==> config.mk <==
export PLATFORM = sky130hd
export DESIGN_NAME = btb_update_ctrl
export DESIGN_NICKNAME = d
export VERILOG_FILES = /design/src/rtl/btb_pkg.sv /design/src/rtl/btb_upd_fifo.sv /design/src/rtl/btb_update_ctrl.sv
export SDC_FILE = /design/constraint.sdc
export NUM_CORES = 1
export LEC_CHECK = 0
export BUFFER_PORTS_ARGS = -buffer_cell sky130_fd_sc_hd__buf_4
export CORE_AREA = 2 2 152 154
export CTS_CLUSTER_SIZE = 24
export DETAILED_ROUTE_END_ITERATION = 10
export DIE_AREA = 0 0 154 156
export GPL_TIMING_DRIVEN = 1
export PLACE_DENSITY = 0.78
export RECOVER_POWER = 25
export SLEW_MARGIN = 20
export SYNTH_ARGS = -nofsm -noshare
export SYNTH_HDL_FRONTEND = slang
export SYNTH_SLANG_ARGS = --single-unit
export TNS_END_PERCENT = 30
==> constraint.sdc <==
create_clock -name clk -period 5.48 [get_ports clk]
set_clock_uncertainty 0.05 [all_clocks]
set_input_delay 0.274 -clock clk [delete_from_list [all_inputs] [get_ports clk]]
set_output_delay 0.274 -clock clk [all_outputs]
set_load 0.005 [all_outputs]
==> src/rtl/btb_pkg.sv <==
// ============================================================================
// btb_pkg : shared types and defaults for the BTB update controller
// Rev 1.0
// ============================================================================
`default_nettype none

package btb_pkg;

    localparam int DEFAULT_ENTRY_ADDR_LEN = 12;
    // Queue fields are sized for the widest legal index/tag; unused MSBs are constant.
    localparam int FIELD_W = 30;

    typedef enum logic [0:0] {
        ST_IDLE  = 1'b0,
        ST_FLUSH = 1'b1
    } btb_state_e;

    typedef struct packed {
        logic [FIELD_W-1:0] index;
        logic [FIELD_W-1:0] tag;
        logic [31:0]        target;
        logic               taken;
    } btb_upd_t;

    function automatic int tag_len(input int entry_addr_len);
        return 30 - entry_addr_len;
    endfunction

endpackage

`default_nettype wire

==> src/rtl/btb_upd_fifo.sv <==
// ============================================================================
// btb_upd_fifo : power-of-two update queue with synchronous flush
// Rev 1.0
// ============================================================================
`default_nettype none

module btb_upd_fifo #(
    parameter int  DEPTH = 4,
    parameter type T     = logic,
    localparam int AW    = $clog2(DEPTH)
) (
    input  logic        clk,
    input  logic        rst_n,
    input  logic        flush,
    input  logic        push,
    input  T            push_data,
    input  logic        pop,
    output T            pop_data,
    output logic        full,
    output logic        empty,
    output logic [AW:0] count
);

    T              mem [DEPTH];
    logic [AW-1:0] r_wr_ptr;
    logic [AW-1:0] r_rd_ptr;
    logic [AW:0]   r_count;
    logic          w_do_push;
    logic          w_do_pop;

    assign empty     = (r_count == '0);
    assign full      = (r_count == (AW+1)'(DEPTH));
    assign count     = r_count;
    assign w_do_pop  = pop && !empty;
    // A pop in the same edge frees the slot, so a full queue may still accept.
    assign w_do_push = push && (!full || w_do_pop);
    assign pop_data  = mem[r_rd_ptr];

    always_ff @(posedge clk or negedge rst_n) begin
        if (!rst_n) begin
            r_wr_ptr <= '0;
            r_rd_ptr <= '0;
            r_count  <= '0;
        end else if (flush) begin
            r_wr_ptr <= '0;
            r_rd_ptr <= '0;
            r_count  <= '0;
        end else begin
            if (w_do_push) r_wr_ptr <= r_wr_ptr + 1'b1;
            if (w_do_pop)  r_rd_ptr <= r_rd_ptr + 1'b1;
            r_count <= r_count + (AW+1)'(w_do_push) - (AW+1)'(w_do_pop);
        end
    end

    always_ff @(posedge clk) begin
        if (w_do_push && !flush) mem[r_wr_ptr] <= push_data;
    end

endmodule

`default_nettype wire

==> src/rtl/btb_update_ctrl.sv <==
// ============================================================================
// btb_update_ctrl : queues EX branch updates into BTB writes; invalidate-all walk.
// Optional statistics counters with macro BTB_CTRL_STATS_EN.   Rev 1.0
// ============================================================================
`default_nettype none

module btb_update_ctrl
    import btb_pkg::*;
#(
    parameter int  ENTRY_ADDR_LEN = DEFAULT_ENTRY_ADDR_LEN,
    parameter int  QUEUE_DEPTH    = 4,
    localparam int TAG_LEN        = tag_len(ENTRY_ADDR_LEN),
    localparam int QAW            = $clog2(QUEUE_DEPTH)
) (
    input  logic                      clk,
    input  logic                      rst_n,
    input  logic                      upd_valid_EX,
    input  logic [31:0]               upd_pc_EX,
    input  logic [31:0]               upd_target_EX,
    input  logic                      upd_taken_EX,
    input  logic                      upd_pred_en_EX,
    input  logic                      flush_req,
    output logic                      upd_ready_EX,
    output logic                      flush_busy,
    output logic                      btb_we,
    output logic [ENTRY_ADDR_LEN-1:0] btb_waddr,
    output logic [TAG_LEN-1:0]        btb_wtag,
    output logic [31:0]               btb_wtarget,
    output logic                      btb_wvalid,
    output logic                      btb_wtaken
`ifdef BTB_CTRL_STATS_EN
    ,
    output logic [31:0]               pred_right_cnt,
    output logic [31:0]               pred_wrong_cnt,
    output logic [31:0]               drop_cnt
`endif
);

    btb_state_e                r_state, w_nxt_state;
    logic [ENTRY_ADDR_LEN-1:0] r_walk, w_nxt_walk;
    logic                      w_nxt_we, w_nxt_wvalid, w_nxt_wtaken;
    logic [ENTRY_ADDR_LEN-1:0] w_nxt_waddr;
    logic [TAG_LEN-1:0]        w_nxt_wtag;
    logic [31:0]               w_nxt_wtarget;
    logic                      w_push, w_pop, w_qflush, w_full, w_empty;
    logic [QAW:0]              w_q_count;
    btb_upd_t                  w_entry, w_head;
    logic                      w_unused_bits;

    assign w_entry.index  = FIELD_W'(upd_pc_EX[ENTRY_ADDR_LEN+1:2]);
    assign w_entry.tag    = FIELD_W'(upd_pc_EX[31:32-TAG_LEN]);
    assign w_entry.target = upd_target_EX;
    assign w_entry.taken  = upd_taken_EX;

    assign upd_ready_EX = !w_full && (r_state == ST_IDLE);
    assign flush_busy   = (r_state == ST_FLUSH);
    assign w_unused_bits = ^{upd_pc_EX[1:0], w_q_count,
                             w_head.index[FIELD_W-1:ENTRY_ADDR_LEN],
                             w_head.tag[FIELD_W-1:TAG_LEN]};

    btb_upd_fifo #(
        .DEPTH (QUEUE_DEPTH),
        .T     (btb_upd_t)
    ) u_fifo (
        .clk       (clk),
        .rst_n     (rst_n),
        .flush     (w_qflush),
        .push      (w_push),
        .push_data (w_entry),
        .pop       (w_pop),
        .pop_data  (w_head),
        .full      (w_full),
        .empty     (w_empty),
        .count     (w_q_count)
    );

    always_ff @(posedge clk or negedge rst_n) begin
        if (!rst_n) begin
            r_state <= ST_IDLE;
            r_walk  <= '0;
        end else begin
            r_state <= w_nxt_state;
            r_walk  <= w_nxt_walk;
        end
    end

    always_comb begin
        w_nxt_state   = r_state;
        w_nxt_walk    = r_walk;
        w_nxt_we      = 1'b0;
        w_nxt_waddr   = btb_waddr;
        w_nxt_wtag    = btb_wtag;
        w_nxt_wtarget = btb_wtarget;
        w_nxt_wvalid  = btb_wvalid;
        w_nxt_wtaken  = btb_wtaken;
        w_push        = 1'b0;
        w_pop         = 1'b0;
        w_qflush      = 1'b0;
        case (r_state)
            ST_IDLE: begin
                if (flush_req) begin
                    w_qflush    = 1'b1;
                    w_nxt_state = ST_FLUSH;
                    w_nxt_walk  = '0;
                end else begin
                    w_push = upd_valid_EX && upd_ready_EX;
                    if (!w_empty) begin
                        w_pop         = 1'b1;
                        w_nxt_we      = 1'b1;
                        w_nxt_waddr   = w_head.index[ENTRY_ADDR_LEN-1:0];
                        w_nxt_wtag    = w_head.tag[TAG_LEN-1:0];
                        w_nxt_wtarget = w_head.target;
                        w_nxt_wvalid  = 1'b1;
                        w_nxt_wtaken  = w_head.taken;
                    end
                end
            end
            ST_FLUSH: begin
                w_nxt_we      = 1'b1;
                w_nxt_waddr   = r_walk;
                w_nxt_wtag    = '0;
                w_nxt_wtarget = '0;
                w_nxt_wvalid  = 1'b0;
                w_nxt_wtaken  = 1'b0;
                // The current index is still written on a restart edge.
                if (flush_req) begin
                    w_nxt_walk = '0;
                end else if (r_walk == '1) begin
                    w_nxt_walk  = '0;
                    w_nxt_state = ST_IDLE;
                end else begin
                    w_nxt_walk = r_walk + 1'b1;
                end
            end
            default: w_nxt_state = ST_IDLE;
        endcase
    end

    always_ff @(posedge clk or negedge rst_n) begin
        if (!rst_n) begin
            btb_we      <= 1'b0;
            btb_waddr   <= '0;
            btb_wtag    <= '0;
            btb_wtarget <= '0;
            btb_wvalid  <= 1'b0;
            btb_wtaken  <= 1'b0;
        end else begin
            btb_we      <= w_nxt_we;
            btb_waddr   <= w_nxt_waddr;
            btb_wtag    <= w_nxt_wtag;
            btb_wtarget <= w_nxt_wtarget;
            btb_wvalid  <= w_nxt_wvalid;
            btb_wtaken  <= w_nxt_wtaken;
        end
    end

`ifdef BTB_CTRL_STATS_EN
    logic [31:0] w_drop_inc;

    // On a flush edge everything queued plus any same-edge update is discarded.
    always_comb begin
        w_drop_inc = 32'(upd_valid_EX && !upd_ready_EX);
        if (r_state == ST_IDLE && flush_req)
            w_drop_inc = 32'(w_q_count) + 32'(upd_valid_EX);
    end

    always_ff @(posedge clk or negedge rst_n) begin
        if (!rst_n) begin
            pred_right_cnt <= '0;
            pred_wrong_cnt <= '0;
            drop_cnt       <= '0;
        end else begin
            if (upd_valid_EX) begin
                if (upd_taken_EX ^ upd_pred_en_EX) pred_wrong_cnt <= pred_wrong_cnt + 32'd1;
                else                                pred_right_cnt <= pred_right_cnt + 32'd1;
            end
            drop_cnt <= drop_cnt + w_drop_inc;
        end
    end
`endif

endmodule

`default_nettype wire

=== Word level (Yosys, flattened, before mapping) ===
Memories as Yosys holds them, arrays and structs flattened.
Index checks and enable logic that the tools add are counted.
Widths: inputs -> output; s select.

* Flip-flop bits (word level): 85
* Bits in writable memories: 252
* Input bits: 70
* Output and inout bits: 67
* Logic and storage cells: 73
* Memories: 1

* $add $sub $neg: 5
* Equality and inequality tests: 5
* Mux-type cells: 37
* Bitwise gates (word level): 1
* Reduce and logical (&&, ||, !) cells: 13

{| class="wikitable"
|+ Memories
! memory !! depth !! width !! rd ports !! clocked after memory_dff !! wr ports !! line !! text
|-
| u_fifo.mem || 4 || 63 || 1 || 0 || 1 || btb_upd_fifo.sv:24 || <nowiki>T mem [DEPTH];</nowiki>
|}

{| class="wikitable"
|+ Operator list
! operator !! count
|-
| $mux 32 || 2
|-
| $pmux 32 s2 || 1
|-
| $mux 12 || 5
|-
| $pmux 12 s2 || 2
|-
| $mux 18 || 2
|-
| $pmux 18 s2 || 1
|-
| $mux 1 || 15
|-
| $add 12x1->12 const B || 1
|-
| $eq 12x12->1 const B || 1
|-
| $mux 2 || 4
|-
| $pmux 1 s2 || 4
|-
| $ne 2x2->1 const B || 3
|-
| $logic_and 1x1->1 || 5
|-
| $add 2x1->2 const B || 2
|-
| $reduce_bool 2->1 || 2
|-
| $add 3x1->3 || 1
|-
| $eq 3x3->1 const B || 1
|-
| $logic_not 1->1 || 3
|-
| $logic_not 3->1 || 1
|-
| $mux 3 || 1
|-
| $sub 3x1->3 || 1
|-
| $reduce_and 2->1 || 1
|-
| $logic_or 1x1->1 || 1
|-
| $not 1->1 || 1
|}

=== Longest topological paths before layout ===
Gate-level depths: netlist of the first run.

* Depth after elaboration: 10
* Gate-level depth with buffers: 12
* Mapped depth without buffers: 11

=== Modules after synthesis ===
Synthesis of the first run repeated with hierarchy kept, for this count alone.

* Cells, all modules: 898
* Area, all modules: 17311.6 um2

{| class="wikitable"
|+ By module, submodules not included
! module !! instances !! cells each !! area each (um2) !! seq. area each (um2)
|-
| btb_upd_fifo || 1 || 531 || 13932.1 || 11345.9
|-
| btb_update_ctrl || 1 || 367 || 3379.5 || 1951.9
|}

=== Worst setup path before layout of the first run ===
OpenSTA, ideal clock, no wires.

* Path kind: register to register
* Start: register u_fifo.r_count[1] (netlist: u_fifo.count[1])
* End: memory u_fifo.mem[0][0] (netlist bit) (enable)
* Setup time: 428 ps
* Data arrival time: 2527 ps
* Required time: 5002 ps
* Setup slack: 2476 ps
* Stages on the path, launching flop included: 6
* Path buffers: 1
* Period minus slack after synthesis: 3004 ps
* Cell sequence: dfrtp_1 nor2_1 a21oi_1 and3b_1 clkbuf_1 and2_1

* Longest elaborated chain between the ends: 10
* Elaborated cells between the ends (all ways): 17
* Classes of those cells: eq/ne (1); mux (7); reduce/logical (9)

{| class="wikitable"
|+ Ends and longest elaborated chain
! element !! line !! text
|-
| start, declared || btb_upd_fifo.sv:27 || <nowiki>logic [AW:0] r_count;</nowiki>
|-
| start signal, assigned || btb_upd_fifo.sv:51 || <nowiki>r_count <= r_count + (AW+1)'(w_do_push) - (AW+1)'(w_do_pop);</nowiki>
|-
| $eq 3x3->1 || btb_upd_fifo.sv:32 || <nowiki>assign full = (r_count == (AW+1)'(DEPTH));</nowiki>
|-
| $logic_not 1->1 || btb_update_ctrl.sv:55 || <nowiki>assign upd_ready_EX = !w_full && (r_state == ST_IDLE);</nowiki>
|-
| $logic_and 1x1->1 || btb_update_ctrl.sv:55 ||
|-
| named net upd_ready_EX || btb_update_ctrl.sv:23 || <nowiki>output logic upd_ready_EX,</nowiki>
|-
| $logic_and 1x1->1 || btb_update_ctrl.sv:106 || <nowiki>w_push = upd_valid_EX && upd_ready_EX;</nowiki>
|-
| $mux 1 || btb_update_ctrl.sv:101 || <nowiki>if (flush_req) begin</nowiki>
|-
| $mux 1 || btb_update_ctrl.sv:99 || <nowiki>case (r_state)</nowiki>
|-
| $logic_and 1x1->1 || btb_upd_fifo.sv:36 || <nowiki>assign w_do_push = push && (!full || w_do_pop);</nowiki>
|-
| $logic_and 1x1->1 || btb_upd_fifo.sv:56 || <nowiki>if (w_do_push && !flush) mem[r_wr_ptr] <= push_data;</nowiki>
|-
| $mux 1 || btb_upd_fifo.sv:56 ||
|-
| $mux 1 (implied by the code) || btb_upd_fifo.sv:56 ||
|-
| end, declared || btb_upd_fifo.sv:24 ||
|}

The timed path passes the listed nets, and every way through them passes these cells.

=== Final worst setup path of the first run ===
* Start: register u_fifo.r_rd_ptr[0]
* End: register btb_wtarget[10]

* Longest elaborated chain between the ends: 4

{| class="wikitable"
|+ Ends and longest elaborated chain
! element !! line !! text
|-
| start, declared || btb_upd_fifo.sv:26 || <nowiki>logic [AW-1:0] r_rd_ptr;</nowiki>
|-
| start signal, assigned || btb_upd_fifo.sv:50 || <nowiki>if (w_do_pop) r_rd_ptr <= r_rd_ptr + 1'b1;</nowiki>
|-
| $mem_v2 4x63 || n/a ||
|-
| $mux 32 || btb_update_ctrl.sv:107 || <nowiki>if (!w_empty) begin</nowiki>
|-
| $mux 32 || btb_update_ctrl.sv:101 ||
|-
| $pmux 32 s2 || btb_update_ctrl.sv:99 ||
|-
| end signal, assigned || btb_update_ctrl.sv:151 || <nowiki>btb_wtarget <= w_nxt_wtarget;</nowiki>
|-
| end, declared || btb_update_ctrl.sv:28 || <nowiki>output logic [31:0] btb_wtarget,</nowiki>
|}

No other way between the ends. The select of a mux whose other input is x is not followed.
A chain may end at the register's enable or synchronous reset.

==> run metrics, run 1 <==
Wirelength per Cell=approximately 20 µm; most frequent cells in the layout=edfxtp_1, nand2_1, buf_4; Worst Path Required=5.74 ns; Routed Antenna Nets=0; PostCTS Resize Cnt=0; Placement Cell Area=14060 µm²; clk root buf=clkbuf_16; full die area=24020 µm²; GRT met2 Usage=0.3598; post-synthesis sequential area ratio=0.7536; vias=7010; Slew headroom=-0.08082; vias per cell=5.649; post-route setup slack=2.892 ns; CTS Buffer Depth=3; max-cap violations=1; total length of routed wires=approximately 25 mm; # DRC=0; GRT Util Overall=0.2144; Critical Path Sink Type=flop; Yosys top cell by area=edfxtp_1; switching share of power=0.2125; TritonCTS buffer count=35; Synth top area share=0.5883; Worst R2R Path Depth=4; first-pass GRT wire length=39.43 mm; cell area after synthesis=12860 µm²; Psw=1.146 mW; failing checks=capacitance limit, slew limit; nature of the critical path startpoint=flop; Non-Filler Instances=about 1200; Hold Startpoint=flush_req; fill count=1452; Pint=4.246 mW; Worst Setup SP=u_fifo.r_rd_ptr[0]$_DFFE_PN0P_; Hold Fails Final Rpt=0; Static Leakage=between 5 and 6 nW; syn avg cell area=17.53 µm²; RSZ-0062 raised after global routing=false; measured slew at the worst slew-check pin=1.621 ns; Gate Count Post-Synth=734; Synth async-reset ratio=0.2522; share of layout cells above drive strength 1=0.2301; clock latency on the worst-skew pair=0.49 ns; GPL Wtd Cong=0.7238; Final setup viols=0; Syn Nets=between 800 and 900; clock sinks=around 340; Die Y=approximately 160 µm; Final #Nets=1009; Setup Crit Path Kind=reg2reg; Post-CTS Hold Fix Bufs=64; synth-to-layout area growth=21.37%; area of the multi-input gates=roughly 2900 µm²; H-tree depth=2; status=complete, but fails checks; CP cell instances=buf_4 -> mux4_2 -> nand2_1 -> a21oi_1; core box area=22370 µm²; post-layout min period=2.588 ns; CTS tree=done; most common cell after layout, fill and taps aside=edfxtp_1; hold depth=2; placed cells=1115; antenna cells=0; fin crit share=0.4722; met3 Use GR=0.03500; first drt pass iteration count=4; register share of total power=0.519; port bufs=133; Finished Cell Area=roughly 16000 µm²; EDFF count, synth=252; cell depth of the worst setup path=4; met1 Use GR=0.2911; 1st-iter DRT viols=497; CP arrival=2.85 ns; CTS clk-pin slew, worst paths=0.06 ns; vias in the first global route=7342; largest cells by area after synthesis=edfxtp_1, dfrtp_1, mux4_2; crit-path max FO=43; Comb pwr share=0.071; global route overflow=0; hpwl dp=13.14 mm; Crit path largest cell delay=roughly 1.0 ns; Ys Warns=0; post-synth cell types=40; setup bufs post-CTS=0; Highest Clock Rate=386.5 MHz; hold_ws=around 0.083 ns; GRT busiest layer=met2; row count=55; Worst Path Buf+Inv=1; initial antenna violation count=0; pre-CTS setup slack=approximately 2.8 ns; pwr dens=345.3 nW/µm²; Worst R2R Start=u_fifo.r_rd_ptr[0]$_DFFE_PN0P_; hold crit path type=in2reg; Synth Flop Type=edfxtp_1; fin. max-slew vios=28; largest net degree at the start of global routing=90; critical path's top delay family=flip-flops; maximum VDD drop=~260 µV; setup TNS=0 ns; Die X=154 µm; Clk pwr share=0.410; initial core utilization=0.5752; Sequential Area=9706 µm²; Slowest-stage cell, CP=dfrtp_4; Yosys reg bits=337; IO Pins=137
[final cells by class]
type	count	area share
flip-flops and latches	337	0.6217
multi-input cells	348	0.1879
repair buffers	202	0.09705
clock buffers	53	0.06443
well taps	285	0.02284
clock inverters	9	0.004408
inverters	7	0.001683
[cell families (layout without fill, tap and decap cells)]
kind of cell	Yosys count	in the layout	share of synthesized area
mux	77	77	0.1215
simple gates	175	175	0.05894
fa+ha+maj	8	8	0.008365
flops	337	337	0.7536
xor+xnor	7	7	0.004766
buf+inv	49	271	0.01984
compound gates	81	81	0.03298
[through the flow]
step | power (mW) | utilization
floorplan | 3.084 | -
global route | 5.564 | 0.6981
finish | 5.392 | 0.6981
global placement | 3.204 | 0.6286
CTS | 5.442 | 0.7053
detailed placement | 3.212 | 0.6286
[state kept, by name (all words and copies together) (netlist names), 2 cells and up]
name and flops:
u_fifo.mem 252, u_fifo.r_rd_ptr 2, btb_wtag 18, u_fifo.r_wr_ptr 2, u_fifo.count 3, btb_waddr 12
btb_wtarget 32, r_walk 12
[cell usage after synthesis, types with 2 or more instances]
| cell type | n |
|---|---|
| clkbuf_1 | 18 |
| nand3_1 | 6 |
| edfxtp_1 | 252 |
| nand4_1 | 2 |
| buf_2 | 12 |
| nor2b_1 | 6 |
| nor3_1 | 3 |
| a21oi_1 | 62 |
| xnor2_1 | 2 |
| ha_1 | 7 |
| and2_1 | 6 |
| mux4_2 | 63 |
| nand2b_1 | 4 |
| buf_4 | 9 |
| o21ai_0 | 12 |
| inv_1 | 7 |
| mux2_2 | 3 |
| xor2_1 | 5 |
| buf_6 | 3 |
| dfrtp_1 | 85 |
| nor2_1 | 18 |
| nand2_1 | 121 |
| mux2i_1 | 11 |
[metal layers]
layer | up-vias | share of wire
met4 | 0 | 0.026
met5 | - | 0
li1 | 3178 | -
met1 | 3580 | 0.42
met3 | 50 | 0.046
met2 | 202 | 0.51
[worst register-to-register path: stages, from the launching register on]
cell and delay [ns]:
dfrtp_4 1.01, buf_4 0.59, mux4_2 0.58, nand2_1 0.09
a21oi_1 0.09
[power by group through the flow]
stage	registers (mW)	clock network, mW	logic, mW
after floorplan	2.82	0	0.260
after global placement	2.85	0	0.350
after detailed placement	2.85	0	0.358
after CTS	2.80	2.24	0.397
after global routing	2.81	2.34	0.418
final	2.80	2.21	0.381
[path summary, 6_finish.rpt]
| check | endpoint | slack, ns |
|---|---|---|
| worst max-delay path | btb_wtarget[10]$_DFFE_PN0P_ | 2.89 |
| worst min-delay path | r_walk[1]$_DFFE_PN0P_ | 0.08 |
| worst max register to register | btb_wtarget[10]$_DFFE_PN0P_ | 2.89 |
| worst min register to register | btb_wtarget[3]$_DFFE_PN0P_ | 0.47 |
| max in group asynchronous | u_fifo.r_rd_ptr[0]$_DFFE_PN0P_ | 3.01 |
| min in group asynchronous | btb_wtag[15]$_DFFE_PN0P_ | 0.68 |
Power figures use the tool's default switching activity.
==> inputs of run 2 (changes only) <==
==> constraint.sdc (replaced) <==
create_clock -name clk -period 2.55 [get_ports clk]
set_clock_uncertainty 0.05 [all_clocks]
set_input_delay 0.1275 -clock clk [delete_from_list [all_inputs] [get_ports clk]]
set_output_delay 0.1275 -clock clk [all_outputs]
set_load 0.005 [all_outputs]
==> run metrics, run 2 (synthesized netlist as in run 1, its figures left out) <==
setup TNS=0 ns (unchanged); CTS Buffer Depth=3 (unchanged); crit-path max FO=3 (was 43); CP arrival=2.73 ns (was 2.85 ns); Sequential Area=9706 µm² (unchanged); # DRC=0 (unchanged); measured slew at the worst slew-check pin=0.7566 ns (was 1.621 ns); status=finished, final reports clean (was complete, but fails checks); global route overflow=0 (unchanged); CTS tree=done (unchanged); most frequent cells in the layout=edfxtp_1, nand2_1, buf_4 (unchanged); Crit path largest cell delay=0.42 ns (was 1.01 ns); largest net degree at the start of global routing=68 (was 90); Die Y=156 µm (unchanged); Worst R2R Start=u_fifo.count[0]$_DFF_PN0_ (was u_fifo.r_rd_ptr[0]$_DFFE_PN0P_); area of the multi-input gates=2949 µm² (was 2934 µm²); clock latency on the worst-skew pair=0.50 ns (was 0.49 ns); vias in the first global route=7617 (was 7342); CTS clk-pin slew, worst paths=0.06 ns (about the same); port bufs=133 (unchanged); hold_ws=0.1010 ns (was 0.08294 ns); Finished Cell Area=15980 µm² (was 15610 µm²); RR Endpoint=u_fifo.count[2]$_DFF_PN0_ (was btb_wtarget[10]$_DFFE_PN0P_); GRT Util Overall=0.2305 (was 0.2144); Placement Cell Area=14370 µm² (was 14060 µm²); max-cap violations=0 (was 1); Slowest-stage cell, CP=or3_4 (was dfrtp_4); 1st-iter DRT viols=476 (was 497); Final setup viols=0 (unchanged); share of layout cells above drive strength 1=0.2477 (was 0.2301); fin crit share=0.9485 (was 0.4722); row count=55 (unchanged); clk root buf=clkbuf_16 (unchanged); RSZ-0062 raised after global routing=false (unchanged); Critical Path Sink Type=flop (unchanged); hpwl dp=15.69 mm (was 13.14 mm); initial antenna violation count=0 (unchanged); Worst R2R Path Depth=11 (was 4); post-layout min period=2.419 ns (was 2.588 ns); nature of the critical path startpoint=flop (unchanged); register share of total power=0.501 (was 0.519); Routed Antenna Nets=0 (unchanged); vias=7204 (was 7010); total length of routed wires=27.06 mm (was 25.03 mm); Slew headroom=0.4956 (was -0.08082); CP cell instances=or3_4 -> nand2b_2 -> nor2_1 -> ha_1 -> inv_1 -> ha_1 -> inv_1 -> fa_2 -> xor2_2 -> xnor2_1 -> nor2_1 (was buf_4 -> mux4_2 -> nand2_1 -> a21oi_1); Worst Path Required=2.86 ns (was 5.74 ns); most common cell after layout, fill and taps aside=edfxtp_1 (unchanged); Clk pwr share=0.421 (was 0.410); fill count=1396 (was 1452); Wirelength per Cell=21.44 µm (was 20.17 µm); Highest Clock Rate=413.4 MHz (was 386.5 MHz); max reg flops=252 (unchanged); GPL Wtd Cong=0.7381 (was 0.7238); maximum VDD drop=589.0 µV (was 258.2 µV); Comb pwr share=0.079 (was 0.071); switching share of power=0.2115 (was 0.2125); Hold Fails Final Rpt=0 (unchanged); Setup Crit Path Kind=reg2reg (unchanged); Pint=9.420 mW (was 4.246 mW); first drt pass iteration count=5 (was 4); H-tree depth=2 (unchanged); antenna cells=0 (unchanged); critical path's top delay family=adder cells (was flip-flops); Static Leakage=5.814 nW (was 5.660 nW); pwr dens=747.5 nW/µm² (was 345.3 nW/µm²); IO Pins=137 (unchanged); Non-Filler Instances=1262 (was 1241); first-pass GRT wire length=41.87 mm (was 39.43 mm); Biggest register=u_fifo.mem (unchanged); hold crit path type=in2async (was in2reg); Regs by FF count=u_fifo.mem: 252 flops, btb_wtarget: 32 flops, btb_wtag: 18 flops (unchanged); TritonCTS buffer count=34 (was 35); Die X=154 µm (unchanged); Psw=2.527 mW (was 1.146 mW); synth-to-layout area growth=24.24% (was 21.37%); fin. max-slew vios=0 (was 28); Worst Path Buf+Inv=2 (was 1); placed cells=1136 (was 1115); r2r setup slk=0.13 ns (was 2.89 ns); vias per cell=5.708 (was 5.649); initial core utilization=0.5752 (unchanged); Final #Nets=1030 (was 1009); full die area=24020 µm² (unchanged); clock sinks=337 (unchanged); core box area=22370 µm² (unchanged)
run 2: timing repair:
item	CTS	global route
hold buffers	65	0
setup buffers	0	0
endpoints found under the hold margin	317	0
setup endpoints to repair	0	1
resized for setup	0	3
run 2: worst max-delay path by stage:
| stage | cells past startpoint | to | start | slack [ns] |
|---|---|---|---|---|
| floorplan | 5 | u_fifo.mem[2][0]$_DFFE_PP_ | u_fifo.count[1]$_DFF_PN0_ | -0.45 |
| global placement | 11 | u_fifo.count[2]$_DFF_PN0_ | u_fifo.count[0]$_DFF_PN0_ | 0.17 |
| detailed placement | 11 | u_fifo.count[2]$_DFF_PN0_ | u_fifo.count[0]$_DFF_PN0_ | 0.10 |
| CTS | 11 | u_fifo.count[2]$_DFF_PN0_ | u_fifo.count[0]$_DFF_PN0_ | 0.04 |
| global route | 11 | u_fifo.count[2]$_DFF_PN0_ | u_fifo.count[0]$_DFF_PN0_ | 0.005 |
| finish | 11 | u_fifo.count[2]$_DFF_PN0_ | u_fifo.count[0]$_DFF_PN0_ | 0.13 |
run 2: metal layers:
layer  share of wire  track usage
met5               0            0
met3           0.049      0.03778
met4           0.021      0.07121
met2            0.53       0.4047
met1            0.40       0.3000
run 2: stage by stage:
| step | setup WS (ns) | utilization | power [mW] |
|---|---|---|---|
| after CTS | 0.03559 | 0.7221 | 12.06 |
| after global routing | 0.004746 | 0.7146 | 12.35 |
| after detailed placement | 0.1002 | 0.6424 | 6.963 |
| final | 0.1312 | 0.7146 | 11.95 |
| after global placement | 0.1717 | 0.6424 | 6.942 |
| after floorplan | -0.4538 | - | 6.628 |
run 2: power by group through the flow:
stage | clock (mW) | sequential [mW] | combinational (mW)
floorplan | 0 | 6.07 | 0.559
global placement | 0 | 6.09 | 0.853
global route | 5.35 | 5.98 | 1.02
CTS | 5.11 | 5.98 | 0.968
detailed placement | 0 | 6.09 | 0.874
finish | 5.03 | 5.98 | 0.939
run 2: cell type report:
class	instances	share of cell area
Sequential cell	337	0.6073
Multi-Input combinational cell	348	0.1845
Timing Repair Buffer	224	0.1133
Clock buffer	46	0.05801
Tap cell	285	0.02231
Clock inverter	15	0.01292
Inverter	7	0.001644
